==> src/rtl/seq_restoring_divider.sv <==
// Iterative unsigned restoring divider, one quotient bit per clock, MSB first.
// start/busy/done handshake; results held in DONE until the next start.
module seq_restoring_divider #(
    parameter int DIVIDEND_W = 8,
    parameter int DIVISOR_W  = 4
) (
    input  logic                  clk,
    input  logic                  rst_n,
    input  logic                  start,
    input  logic [DIVIDEND_W-1:0] dividend,
    input  logic [DIVISOR_W-1:0]  divisor,
    output logic                  busy,
    output logic                  done,
    output logic [DIVIDEND_W-1:0] quotient,
    output logic [DIVISOR_W-1:0]  remainder,
    output logic                  div_by_zero
);

    localparam int CNT_W = $clog2(DIVIDEND_W);
    localparam logic [CNT_W-1:0] LAST = CNT_W'(DIVIDEND_W - 1);

    typedef enum logic [1:0] {
        IDLE,
        CALC,
        DONE
    } state_t;

    state_t                state;
    logic [DIVIDEND_W-1:0] sh;
    logic [DIVISOR_W-1:0]  dvs;
    logic [DIVISOR_W-1:0]  part_rem;
    logic [CNT_W-1:0]      cnt;

    logic [DIVISOR_W:0]    r_shift;
    logic [DIVISOR_W:0]    diff;
    logic                  fits;
    logic [DIVISOR_W-1:0]  r_next;
    logic [DIVIDEND_W-1:0] q_next;

    // part_rem < dvs always, so r_shift < 2*dvs: the borrow bit of the
    // trial subtraction alone decides whether the divisor fits.
    always_comb begin
        r_shift = {part_rem, sh[DIVIDEND_W-1]};
        diff    = r_shift - {1'b0, dvs};
        fits    = ~diff[DIVISOR_W];
        r_next  = fits ? diff[DIVISOR_W-1:0] : r_shift[DIVISOR_W-1:0];
        q_next  = {sh[DIVIDEND_W-2:0], fits};
    end

    always_ff @(posedge clk) begin
        if (!rst_n) begin
            state       <= IDLE;
            busy        <= 1'b0;
            done        <= 1'b0;
            div_by_zero <= 1'b0;
            quotient    <= '0;
            remainder   <= '0;
            sh          <= '0;
            dvs         <= '0;
            part_rem    <= '0;
            cnt         <= '0;
        end else begin
            unique case (state)
                IDLE, DONE: begin
                    if (start) begin
                        sh          <= dividend;
                        dvs         <= divisor;
                        part_rem    <= '0;
                        cnt         <= '0;
                        done        <= 1'b0;
                        div_by_zero <= 1'b0;
                        if (divisor == '0) begin
                            state       <= DONE;
                            done        <= 1'b1;
                            div_by_zero <= 1'b1;
                            quotient    <= '1;
                            remainder   <= '0;
                        end else begin
                            state <= CALC;
                            busy  <= 1'b1;
                        end
                    end
                end
                CALC: begin
                    sh       <= q_next;
                    part_rem <= r_next;
                    cnt      <= cnt + CNT_W'(1);
                    if (cnt == LAST) begin
                        state     <= DONE;
                        busy      <= 1'b0;
                        done      <= 1'b1;
                        quotient  <= q_next;
                        remainder <= r_next;
                    end
                end
                default: state <= IDLE;
            endcase
        end
    end

endmodule

==> config.mk <==
export PLATFORM = sky130hd
export DESIGN_NAME = seq_restoring_divider
export DESIGN_NICKNAME = d
export VERILOG_FILES = /design/src/rtl/seq_restoring_divider.sv
export SDC_FILE = /design/constraint.sdc
export NUM_CORES = 1
export LEC_CHECK = 0
export ABC_CLOCK_PERIOD_IN_PS = 2590
export CORE_AREA = 8 8 67 69
export DETAILED_ROUTE_END_ITERATION = 8
export DIE_AREA = 0 0 75 77
export PLACE_DENSITY_LB_ADDON = 0.25
export SLEW_MARGIN = 20
export SYNTH_ARGS = -nofsm -noshare
export SYNTH_HDL_FRONTEND = slang
export SYNTH_SLANG_ARGS = --single-unit
==> constraint.sdc <==
create_clock -name clk -period 2.59 [get_ports clk]
set_clock_uncertainty 0.05 [all_clocks]
set_input_delay 0.6475 -clock clk [delete_from_list [all_inputs] [get_ports clk]]
set_output_delay 0.6475 -clock clk [all_outputs]
set_load 0.01 [all_outputs]
==> impl_metrics.toml <==
[routing]
routed_wl_mm = 4.02
wl_per_cell_um = 13.8
vias_per_cell = 5.26
drtIter0Drc = 150
dr.pass1.iters = 4
drc_errors = 0
postRouteAntennaNets = 0
vias = 1535

[clock_tree]
root_buffer = "clkbuf_4"
clk_pin_slew_ns = 0.11
cts_buffer_depth = 2
cts_setup_buffers = 0
cts_tree = "done"
htreeDepth = 2
cts_sinks = 36
numCtsBuffers = 5
insertion_delay_ns = 0.34
cts_hold_buf = 0
cts-resized-gates = 0

[die]
dieHeight_um = 77
start_util_pct = 49.1
core_um2 = 3500
std_cell_rows = 22
die_x_um = 75
ios = 30
floorplan.die_area_um2 = 5780

[timing]
max_clock_freq_mhz = 420
drv_slew = 0
post-route-period-util_pct = 91.8
relSlewSlack_pct = 61.8
hold_viol = 0
fin_ws_ns = 0.212
period_minus_slack_ns = 2.38
setup_violations = 0
worst_slew_pin_slew_ns = 0.573
tns_ns = 0
rsz0062_at_grt = "false"

[placement]
port_buffers = 29
pre_cts_ws_ns = 0.140
dpl-instance-area_um2 = 2080
dpl.cell_count = 284
place_hpwl_mm = 2.88
place.gp.congestion = 0.804

[setup_path]
critPathMaxFanout = 10
worstSetupPathType = "reg -> reg"
cp-start-kind = "flop"
critPathSlowestCell = "fa_1"
worst-endpoint-required_ns = 2.82
max_stage_delay_ns = 0.39
cp.arrival_ns = 2.61
path_buf_inv = 1
setup.worst_path.end_class = "flop"
crit_family = "adder cells"
crit_chain = "inv_1 -> ha_1 -> fa_1 -> and2b_1 -> o22ai_4 -> xnor2_4 -> mux2_4 -> o21ai_1"

[cells_and_area]
final_nets = 266
antenna_cells = 0
fin_area_um2 = 2160
area_growth_pct = 26.1
final_util_pct = 61.9
layout.cells.non_filler = 292
layout-drive-gt1-share_pct = 8.61

[synthesis]
netlist_top_cells_area = "dfxtp_1 42%, nor2_1 7.2%, nand2_1 5.9%, a21oi_1 5.5%, ha_1 5.1%"
ys_seq_area_share_pct = 42.0
avgSynthCellArea_um2 = 8.10
syn_area_um2 = 1720
synth_top_area_cell = "dfxtp_1"
syn_nets = 235
yosysWarnings = 0
yosysTopAreaCellShare_pct = 42.0
synth-seq-cells = 36
yosys.cell_types.count = 36
syn_inst = 212

[run_status]
status = "complete, no violations"

[power_and_ir_drop]
peakVddDrop_uv = 360
p_leak_nw = 0.830
p_per_area_nw_per_um2 = 591

[run]
drv_cap = 0

[grt]
globalRouteOverflowTotal = 0
antenna_found_initial = 0
grt_pass1_wl_mm = 7.10
track_usage_pct = 15.5
grt_start_max_net_pins = 30
grt_pass1_vias = 1610

[worst_hold_path]
hp-class = "reg -> reg"
## worst paths after layout
kind | from | cells past startpoint | endpoint | slack [ns]
worst max-delay path | sh[7] | 8 | remainder[1] | 0.21
worst min register to register | dvs[3] | 2 | dvs[3] | 0.41
worst min-delay path | dvs[3] | 2 | dvs[3] | 0.41
worst max register to register | sh[7] | 8 | remainder[1] | 0.21
## metal layers
metal	up-vias	GRT usage (%)	wire length [um]	part of all wire [%]
met5	-	0	0	0
met4	0	6.47	52	1.3
met3	5	3.51	222	5.5
met2	33	25.2	1890	47
met1	701	18.6	1860	46
li1	796	-	-	-
## power breakdown
part / switching, mW / internal (mW) / total, mW
Sequential: 0.0255 / 0.584 / 0.609
Combinational: 0.145 / 0.135 / 0.279
Clock: 0.187 / 0.202 / 0.390
Total: 0.358 / 0.921 / 1.28
## kinds of logic after synthesis
| logic type | count (synthesis) | synth area share (%) |
|---|---|---|
| AOI/OAI and AO/OA | 49 | 17.6 |
| muxes | 6 | 4.08 |
| xor gates and xnor gates | 2 | 1.46 |
| and+or+nand+nor | 91 | 24.2 |
| adders and majority gates | 8 | 6.27 |
| buffers and inverters | 20 | 4.45 |
| DFF | 36 | 42.0 |
## final cells by class
| class | instances | area, um^2 |
|---|---|---|
| Fill cell | 326 | 1330 |
| Tap cell | 48 | 60.1 |
| Timing Repair Buffer | 37 | 350 |
| Sequential cell | 36 | 721 |
| Inverter | 7 | 26.3 |
| Multi-Input combinational cell | 156 | 931 |
| Clock inverter | 2 | 35.0 |
| Clock buffer | 6 | 41.3 |
## stage by stage
| step | hold slack (ns) | power [mW] |
|---|---|---|
| after floorplan | 0.386 | 0.807 |
| after global placement | 0.394 | 0.886 |
| after detailed placement | 0.402 | 0.890 |
| after CTS | 0.417 | 1.28 |
| after global routing | 0.442 | 1.35 |
| final | 0.414 | 1.28 |
## cells in the mapped netlist, drive strengths merged
library cell,instances
dfxtp,36
nor2,33
nand2,27
a21oi,19
clkbuf,13
o21ai,13
ha,7
nor3,7
a31oi,6
inv,6
nand3,6
nor2b,5
mux2i,4
a22oi,3
a222oi,2
a311oi,2
and2,2
mux2,2
nand2b,2
nor3b,2
or4,2
a211oi,1
a221oi,1
and2b,1
clkinv,1
fa,1
nand3b,1
nor4,1
o21bai,1
o22ai,1
or2,1
or3b,1
xnor2,1
xor2,1
## layout by cell type, fill, tap and decap left out, types with 2 or more instances in the layout
| master | instances |
|---|---|
| dfxtp_1 | 36 |
| nor2_1 | 33 |
| clkdlybuf4s50_1 | 29 |
| nand2_1 | 27 |
| a21oi_1 | 19 |
| o21ai_0 | 8 |
| buf_4 | 8 |
| nor3_1 | 7 |
| ha_1 | 7 |
| inv_1 | 6 |
| a31oi_1 | 6 |
| nand3_1 | 6 |
| nor2b_1 | 5 |
| o21ai_1 | 5 |
| clkbuf_4 | 5 |
| mux2i_1 | 4 |
| a22oi_1 | 3 |
| nand2b_1 | 2 |
| a311oi_1 | 2 |
| and2_1 | 2 |
| nor3b_1 | 2 |
| a222oi_1 | 2 |
| or4_1 | 2 |
| mux2_4 | 2 |
## state kept, by name, summed over array words and instances, names as in the netlist
register,cells
quotient,8
sh,8
dvs,4
part_rem,4
remainder,4
cnt,3
state,2
busy,1
div_by_zero,1
done,1
## worst min-delay path, cell delays in order, from the launching register on
cell,delay [ns]
dfxtp_1,0.33
nand2_1,0.05
a21oi_1,0.05
Note: power is estimated with default switching activity, not from simulation.
